[src/rtl/mcalu_pkg.sv]
// Shared opcode constants, FSM state type and opcode helpers for the multi-cycle ALU.
// Latency: n/a (declarations only).
// Backpressure: n/a.
package mcalu_pkg;

  typedef logic [4:0] op_t;

  // Simple (single-cycle) opcodes, shared with the scalu units.
  localparam op_t OP_ADD  = 5'b00000;
  localparam op_t OP_SLL  = 5'b00001;
  localparam op_t OP_SLT  = 5'b00010;
  localparam op_t OP_SLTU = 5'b00011;
  localparam op_t OP_XOR  = 5'b00100;
  localparam op_t OP_SRL  = 5'b00101;
  localparam op_t OP_OR   = 5'b00110;
  localparam op_t OP_AND  = 5'b00111;
  localparam op_t OP_SUB  = 5'b01000;
  localparam op_t OP_SRA  = 5'b01101;

  // Multi-cycle sub-opcodes (op[2:0] when op[4:3] == 2'b11).
  localparam logic [2:0] MC_MUL    = 3'b000;
  localparam logic [2:0] MC_MULH   = 3'b001;
  localparam logic [2:0] MC_MULHSU = 3'b010;
  localparam logic [2:0] MC_MULHU  = 3'b011;
  localparam logic [2:0] MC_DIV    = 3'b100;
  localparam logic [2:0] MC_DIVU   = 3'b101;
  localparam logic [2:0] MC_REM    = 3'b110;
  localparam logic [2:0] MC_REMU   = 3'b111;

  typedef enum logic [1:0] {
    ST_IDLE = 2'd0,
    ST_BUSY = 2'd1,
    ST_FIX  = 2'd2,
    ST_DONE = 2'd3
  } state_t;

  function automatic logic is_multi(input op_t op);
    return op[4:3] == 2'b11;
  endfunction

endpackage

[src/rtl/mcalu_if.sv]
// Issue / writeback / flush bundle between the reservation station, ROB, writeback arbiter and the unit.
// Latency: n/a (wires only).
// Backpressure: mcalu_stall towards the issuer, wb_mcalu_stall from the writeback arbiter.
interface mcalu_if;
  import mcalu_pkg::*;

  logic        exers_mcalu_issue;
  op_t         exers_mcalu_op;
  logic [6:0]  exers_robid;
  logic [5:0]  exers_rd;
  logic [31:0] exers_op1;
  logic [31:0] exers_op2;
  logic        mcalu_stall;
  logic        mcalu_valid;
  logic [6:0]  mcalu_robid;
  logic [5:0]  mcalu_rd;
  logic [31:0] mcalu_result;
  logic        wb_mcalu_stall;
  logic        rob_flush;

  // Issuer / arbiter / ROB side.
  modport master (
    output exers_mcalu_issue, exers_mcalu_op, exers_robid, exers_rd, exers_op1, exers_op2,
    output wb_mcalu_stall, rob_flush,
    input  mcalu_stall, mcalu_valid, mcalu_robid, mcalu_rd, mcalu_result
  );

  // Execution unit side.
  modport slave (
    input  exers_mcalu_issue, exers_mcalu_op, exers_robid, exers_rd, exers_op1, exers_op2,
    input  wb_mcalu_stall, rob_flush,
    output mcalu_stall, mcalu_valid, mcalu_robid, mcalu_rd, mcalu_result
  );

endinterface

[src/rtl/mcalu_scalu_core.sv]
// Combinational simple-op ALU shared by the scalu units and the mcalu single-cycle path.
// Latency: purely combinational.
// Backpressure: none; undefined opcodes yield zero.
module scalu_core
  import mcalu_pkg::*;
(
  input  op_t         op,
  input  logic [31:0] a,
  input  logic [31:0] b,
  output logic [31:0] y
);

  // Decode the opcode and select the result; anything unlisted returns 0.
  always_comb begin
    y = '0;
    case (op)
      OP_ADD:  y = a + b;
      OP_SUB:  y = a - b;
      OP_SLL:  y = a << b[4:0];
      OP_SRL:  y = a >> b[4:0];
      OP_SRA:  y = $unsigned($signed(a) >>> b[4:0]);
      OP_SLT:  y = {31'd0, $signed(a) < $signed(b)};
      OP_SLTU: y = {31'd0, a < b};
      OP_XOR:  y = a ^ b;
      OP_OR:   y = a | b;
      OP_AND:  y = a & b;
      default: y = '0;
    endcase
  end

endmodule

[src/rtl/mcalu.sv]
// Multi-cycle ALU: simple ops in one cycle, RV32M mul/div via a 32-step shift datapath.
// Latency: valid 1 cycle after issue for simple ops, 34 cycles for mul/div.
// Backpressure: stall high whenever not IDLE; result held in DONE until wb_mcalu_stall drops.
module mcalu
  import mcalu_pkg::*;
(
  input  logic   clk,
  input  logic   rst,
  mcalu_if.slave bus
);

  state_t      state, state_n;
  logic [4:0]  cnt;
  logic [2:0]  mop_q;
  logic [31:0] hi, lo, opnd, op1_q;
  logic        neg_q, rneg_q, dz_q;
  logic [6:0]  robid_q;
  logic [5:0]  rd_q;
  logic [31:0] result_q;

  logic        accept;
  logic        sgn_a, sgn_b, a_neg, b_neg, is_div;
  logic [31:0] mag_a, mag_b, alu_y;
  logic [32:0] mul_sum, div_sh, div_rem;
  logic        div_ge;
  logic [63:0] prod_s;
  logic [31:0] fix_res;

  scalu_core u_scalu (
    .op (bus.exers_mcalu_op),
    .a  (bus.exers_op1),
    .b  (bus.exers_op2),
    .y  (alu_y)
  );

  assign accept = (state == ST_IDLE) && bus.exers_mcalu_issue && !bus.rob_flush;
  assign is_div = bus.exers_mcalu_op[2];

  assign bus.mcalu_stall  = (state != ST_IDLE);
  assign bus.mcalu_valid  = (state == ST_DONE);
  assign bus.mcalu_robid  = robid_q;
  assign bus.mcalu_rd     = rd_q;
  assign bus.mcalu_result = result_q;

  // Which operands are signed for the op being issued, and their magnitudes.
  always_comb begin
    sgn_a = 1'b0;
    sgn_b = 1'b0;
    case (bus.exers_mcalu_op[2:0])
      MC_MULH, MC_DIV, MC_REM: begin
        sgn_a = 1'b1;
        sgn_b = 1'b1;
      end
      MC_MULHSU: sgn_a = 1'b1;
      default: ;
    endcase
    a_neg = sgn_a & bus.exers_op1[31];
    b_neg = sgn_b & bus.exers_op2[31];
    mag_a = a_neg ? (32'd0 - bus.exers_op1) : bus.exers_op1;
    mag_b = b_neg ? (32'd0 - bus.exers_op2) : bus.exers_op2;
  end

  // One iteration of shift-add multiply and restoring divide on the shared hi/lo pair.
  always_comb begin
    mul_sum = {1'b0, hi} + (lo[0] ? {1'b0, opnd} : 33'd0);
    div_sh  = {hi, lo[31]};
    div_ge  = div_sh >= {1'b0, opnd};
    div_rem = div_ge ? (div_sh - {1'b0, opnd}) : div_sh;
  end

  // Sign correction and divide-by-zero substitution applied in FIX.
  always_comb begin
    prod_s  = neg_q ? (64'd0 - {hi, lo}) : {hi, lo};
    fix_res = '0;
    case (mop_q)
      MC_MUL:                       fix_res = prod_s[31:0];
      MC_MULH, MC_MULHSU, MC_MULHU: fix_res = prod_s[63:32];
      MC_DIV, MC_DIVU:              fix_res = dz_q ? 32'hFFFF_FFFF : (neg_q ? (32'd0 - lo) : lo);
      default:                      fix_res = dz_q ? op1_q : (rneg_q ? (32'd0 - hi) : hi);
    endcase
  end

  // State register.
  always_ff @(posedge clk or posedge rst) begin
    if (rst) state <= ST_IDLE;
    else     state <= state_n;
  end

  // Next-state logic; a flush overrides everything, including a same-cycle issue or writeback.
  always_comb begin
    state_n = state;
    case (state)
      ST_IDLE: if (bus.exers_mcalu_issue)
                 state_n = is_multi(bus.exers_mcalu_op) ? ST_BUSY : ST_DONE;
      ST_BUSY: if (cnt == 5'd31) state_n = ST_FIX;
      ST_FIX:  state_n = ST_DONE;
      ST_DONE: if (!bus.wb_mcalu_stall) state_n = ST_IDLE;
      default: state_n = ST_IDLE;
    endcase
    if (bus.rob_flush) state_n = ST_IDLE;
  end

  // Operand capture on issue, iteration in BUSY, result capture in FIX.
  always_ff @(posedge clk or posedge rst) begin
    if (rst) begin
      cnt      <= '0;
      mop_q    <= '0;
      hi       <= '0;
      lo       <= '0;
      opnd     <= '0;
      op1_q    <= '0;
      neg_q    <= 1'b0;
      rneg_q   <= 1'b0;
      dz_q     <= 1'b0;
      robid_q  <= '0;
      rd_q     <= '0;
      result_q <= '0;
    end else if (accept) begin
      cnt     <= '0;
      mop_q   <= bus.exers_mcalu_op[2:0];
      robid_q <= bus.exers_robid;
      rd_q    <= bus.exers_rd;
      op1_q   <= bus.exers_op1;
      hi      <= '0;
      lo      <= is_div ? mag_a : mag_b;
      opnd    <= is_div ? mag_b : mag_a;
      neg_q   <= a_neg ^ b_neg;
      rneg_q  <= a_neg;
      dz_q    <= (bus.exers_op2 == 32'd0);
      if (!is_multi(bus.exers_mcalu_op)) result_q <= alu_y;
    end else if (state == ST_BUSY) begin
      cnt <= cnt + 5'd1;
      if (mop_q[2]) begin
        hi <= div_rem[31:0];
        lo <= {lo[30:0], div_ge};
      end else begin
        {hi, lo} <= {mul_sum, lo[31:1]};
      end
    end else if (state == ST_FIX) begin
      result_q <= fix_res;
    end
  end

endmodule

[src/flat_wrapper.sv]
// flat-port wrapper written by rule: the top's interface ports become plain ports
module mcalu_flat import mcalu_pkg::*;
  (clk, rst, bus_exers_mcalu_issue, bus_exers_mcalu_op, bus_exers_robid, bus_exers_rd, bus_exers_op1, bus_exers_op2, bus_wb_mcalu_stall, bus_rob_flush, bus_mcalu_stall, bus_mcalu_valid, bus_mcalu_robid, bus_mcalu_rd, bus_mcalu_result);
  mcalu_if bus_i ();
  input  logic clk;
  input  logic rst;
  input wire logic [$bits(bus_i.exers_mcalu_issue)-1:0] bus_exers_mcalu_issue;
  input wire logic [$bits(bus_i.exers_mcalu_op)-1:0] bus_exers_mcalu_op;
  input wire logic [$bits(bus_i.exers_robid)-1:0] bus_exers_robid;
  input wire logic [$bits(bus_i.exers_rd)-1:0] bus_exers_rd;
  input wire logic [$bits(bus_i.exers_op1)-1:0] bus_exers_op1;
  input wire logic [$bits(bus_i.exers_op2)-1:0] bus_exers_op2;
  input wire logic [$bits(bus_i.wb_mcalu_stall)-1:0] bus_wb_mcalu_stall;
  input wire logic [$bits(bus_i.rob_flush)-1:0] bus_rob_flush;
  output wire logic [$bits(bus_i.mcalu_stall)-1:0] bus_mcalu_stall;
  output wire logic [$bits(bus_i.mcalu_valid)-1:0] bus_mcalu_valid;
  output wire logic [$bits(bus_i.mcalu_robid)-1:0] bus_mcalu_robid;
  output wire logic [$bits(bus_i.mcalu_rd)-1:0] bus_mcalu_rd;
  output wire logic [$bits(bus_i.mcalu_result)-1:0] bus_mcalu_result;
  assign bus_i.exers_mcalu_issue = bus_exers_mcalu_issue;
  assign bus_i.exers_mcalu_op = bus_exers_mcalu_op;
  assign bus_i.exers_robid = bus_exers_robid;
  assign bus_i.exers_rd = bus_exers_rd;
  assign bus_i.exers_op1 = bus_exers_op1;
  assign bus_i.exers_op2 = bus_exers_op2;
  assign bus_i.wb_mcalu_stall = bus_wb_mcalu_stall;
  assign bus_i.rob_flush = bus_rob_flush;
  assign bus_mcalu_stall = bus_i.mcalu_stall;
  assign bus_mcalu_valid = bus_i.mcalu_valid;
  assign bus_mcalu_robid = bus_i.mcalu_robid;
  assign bus_mcalu_rd = bus_i.mcalu_rd;
  assign bus_mcalu_result = bus_i.mcalu_result;
  mcalu u_core (.clk(clk), .rst(rst), .bus(bus_i));
endmodule
[config.mk]
export PLATFORM = sky130hd
export DESIGN_NAME = mcalu_flat
export DESIGN_NICKNAME = d
export VERILOG_FILES = /design/src/rtl/mcalu_pkg.sv /design/src/rtl/mcalu_if.sv /design/src/rtl/mcalu_scalu_core.sv /design/src/rtl/mcalu.sv /design/src/flat_wrapper.sv
export SDC_FILE = /design/constraint.sdc
export NUM_CORES = 1
export LEC_CHECK = 0
export ABC_CLOCK_PERIOD_IN_PS = 7020
export CORE_ASPECT_RATIO = 0.7
export CORE_MARGIN = 2
export CORE_UTILIZATION = 47
export DETAILED_ROUTE_END_ITERATION = 12
export PLACE_DENSITY = 0.69
export REMOVE_ABC_BUFFERS = 1
export SYNTH_ARGS = -nofsm -noshare
export SYNTH_HDL_FRONTEND = slang
export SYNTH_SLANG_ARGS = --single-unit
[constraint.sdc]
create_clock -name clk -period 7.02 [get_ports clk]
set_clock_uncertainty 0.2 [all_clocks]
set_input_delay 1.053 -clock clk [delete_from_list [all_inputs] [get_ports clk]]
set_output_delay 1.053 -clock clk [all_outputs]
set_load 0.02 [all_outputs]
==> impl_metrics.tcl <==
set metrics [dict create \
    status "finished clean" \
    yosys.area.top_type "dfrtp_1" \
    synth_area_per_cell_sq_um 7.19 \
    dp_hpwl_mm 86.8 \
    async_flop_share 1.00 \
    clock_tree.root_cell "clkbuf_16" \
    cap_viol_max_count 0 \
    crit_required_ns 7.20 \
    drc 0 \
    dr_total_vias 27600 \
    grt_antenna_before_repair 3 \
    drive_above_1_share 0.0649 \
    ios 134 \
    path_max_fanout 9 \
    cellInternalPower_uw 4800 \
    insertedDiodeCount 0 \
    slew_headroom 0.159 \
    dp_cells 4102 \
    synth_edf_count 0 \
    post_cts_buffers 0 \
    switchingPower_uw 5420 \
    fillCellCount 5313 \
    hold_viol 0 \
    viasPerCell 6.67 \
    p_comb_frac 0.665 \
    setup_viol 0 \
    grt_pass1_wl_mm 164 \
    synth_area_sq_um 25100 \
    grt_use_total 0.395 \
    clk_pin_slew_ns 0.08 \
    port-buffer-count 133 \
    worstSetupStartpointType "input port" \
    rsz0062_at_grt "no" \
    yosysWarningCount 0 \
    grt-ovfl-total 0 \
    cts_buffer_depth 2 \
    die_area_sq_um 55300 \
    routedWlPerCell_um 26.8 \
    grt_pass1_vias 24900 \
    ys.flop_type "dfrtp_1" \
    post-route-period-util 0.766 \
    insertion_delay_ns 0.47 \
    holdCritPathClass "reg2reg" \
    ir_drop_mv 0.217 \
    pwr_density_cell_nw_per_um2 373 \
    path_class "in2reg" \
    post-route-min-period_ns 5.38 \
    ant_nets 0 \
    cts_resized 0 \
    layout.nets 3702 \
    swShare 0.530 \
    post-place-ws_ns 1.36 \
    seq_power_share 0.228 \
    worstMarginPinSlew_ns 1.25 \
    first_pass_iters 6 \
    htreeDepth 4 \
    synth_cell_types 87 \
    core-area_sq_um 52500 \
    cts_tree "done" \
    start_util 0.478 \
    fmax_ghz 0.186 \
    final_common_cell "nand2_1" \
    finalSetupTns_ns 0 \
    synth_seq_cells 186 \
    fin_cells 4134 \
    final_cell_mix "nand2_1, o21ai_0, nor2_1" \
    p_leak_uw 0.0114 \
    syn-instance-count 3487 \
    syn2layout_area_growth_pct 9.29 \
    drt_wl_total_mm 111 \
    final-seq-area_sq_um 4660 \
    routabilityCongestion 1.05 \
    clock_sinks 186 \
    pwr-share-clk 0.107 \
    die_h_um 197 \
    dieWidth_um 280 \
    synth_top_area_share 0.186 \
    drt_iter0_drc 4172 \
    cts_inserted_buffers 17 \
    synth.area.top_cells "dfrtp_1, ha_1, o21ai_0" \
    endpoint_kind "flip-flop" \
    worst_ep_arrival_time_ns 5.56 \
    grt_max_degree 104 \
    hold_ws_ns 0.276 \
    multiInputGateArea_sq_um 18700 \
    ys_seq_area_frac 0.186 \
    setup_slack_ns 1.64 \
    row_count 70 \
    slew_violations 0 \
    hold_buffers 0 \
]
==> worst paths after layout <==
path | start | endpoint | slack, ns | depth (start not counted)
setup / recovery | bus_exers_op1[0] | u_core.bus.mcalu_result[0] | 1.64 | 15
hold / removal | u_core.bus.mcalu_rd[1] | u_core.bus.mcalu_rd[1] | 0.28 | 2
setup reg to reg | u_core.lo[0] | u_core.hi[27] | 2.20 | 14
hold reg to reg | u_core.bus.mcalu_rd[1] | u_core.bus.mcalu_rd[1] | 0.28 | 2
max in group asynchronous | rst | u_core.op1_q[31] | 4.42 | 3
min in group asynchronous | rst | u_core.opnd[6] | 0.85 | 2
==> area by class of cell <==
| cell class | count | area share |
|---|---|---|
| multi-input combinational | 2853 | 0.684 |
| inverter | 167 | 0.0231 |
| timing repair buffer | 212 | 0.0691 |
| clock buffer | 18 | 0.0160 |
| clock inverter | 14 | 0.00676 |
| sequential | 186 | 0.170 |
| tap | 684 | 0.0312 |
==> worst max-delay path, cell delays in order <==
cell,delay (ns)
clkdlybuf4s50_1,0.57
inv_1,0.25
ha_1,0.22
inv_1,0.06
fa_1,0.42
nand2b_1,0.10
a21oi_1,0.08
o211ai_1,0.39
a211oi_1,0.26
nor4_1,0.71
o21ai_0,0.51
a211oi_1,0.34
o31ai_1,0.09
a21o_1,0.28
a41oi_1,0.22
==> power groups by stage <==
stage,Combinational (uW),Clock (uW),Sequential (uW)
after floorplan,4440,0,2220
after global placement,6530,0,2300
after detailed placement,6580,0,2300
after CTS,6620,1100,2290
after global routing,7400,1140,2380
final,6790,1100,2330
==> through the flow <==
stage	util	total power, uW	cell area [sq um]
floorplan	-	6660	24000
global placement	0.511	8830	26800
detailed placement	0.511	8880	26800
CTS	0.522	10000	27400
global route	0.522	10900	27400
finish	0.522	10200	27400
==> cell families (layout without fill, tap and decap cells) <==
family          after synthesis  after routing  share of synthesized area
simple gates               1080           1080                      0.193
compound gates             1208           1208                      0.306
fa+ha+maj                   178            178                     0.0900
mux                         162            162                     0.0783
buf+inv                     448            411                     0.0683
xor+xnor                    225            225                     0.0786
flops                       186            186                      0.186
==> state kept, by name, summed over array words and instances, names as in the netlist <==
signal and cells:
u_core.bus.mcalu_robid 7, u_core.opnd 32, u_core.cnt 5, u_core.lo 32, u_core.op1_q 32, u_core.bus.mcalu_result 32, u_core.hi 32, u_core.rneg_q 1
u_core.bus.mcalu_rd 6, u_core.state 2, u_core.mop_q 3, u_core.neg_q 1, u_core.dz_q 1
==> routing by layer <==
metal	global-route usage	share of wire
met2	0.508	0.37
met3	0.155	0.15
met1	0.597	0.45
met5	0	0.000090
met4	0.100	0.025
==> synthesized netlist by cell type (52+ instances only) <==
| library cell | count |
|---|---|
| o211ai_1 | 64 |
| nor2_1 | 342 |
| o21ai_0 | 375 |
| a21oi_1 | 290 |
| nand2_1 | 413 |
| clkbuf_1 | 229 |
| xor2_1 | 92 |
| dfrtp_1 | 186 |
| nor3_1 | 52 |
| inv_1 | 163 |
| mux2i_1 | 113 |
| a211oi_1 | 60 |
| ha_1 | 174 |
| xnor2_1 | 133 |
(Power assumes the default switching activity.)
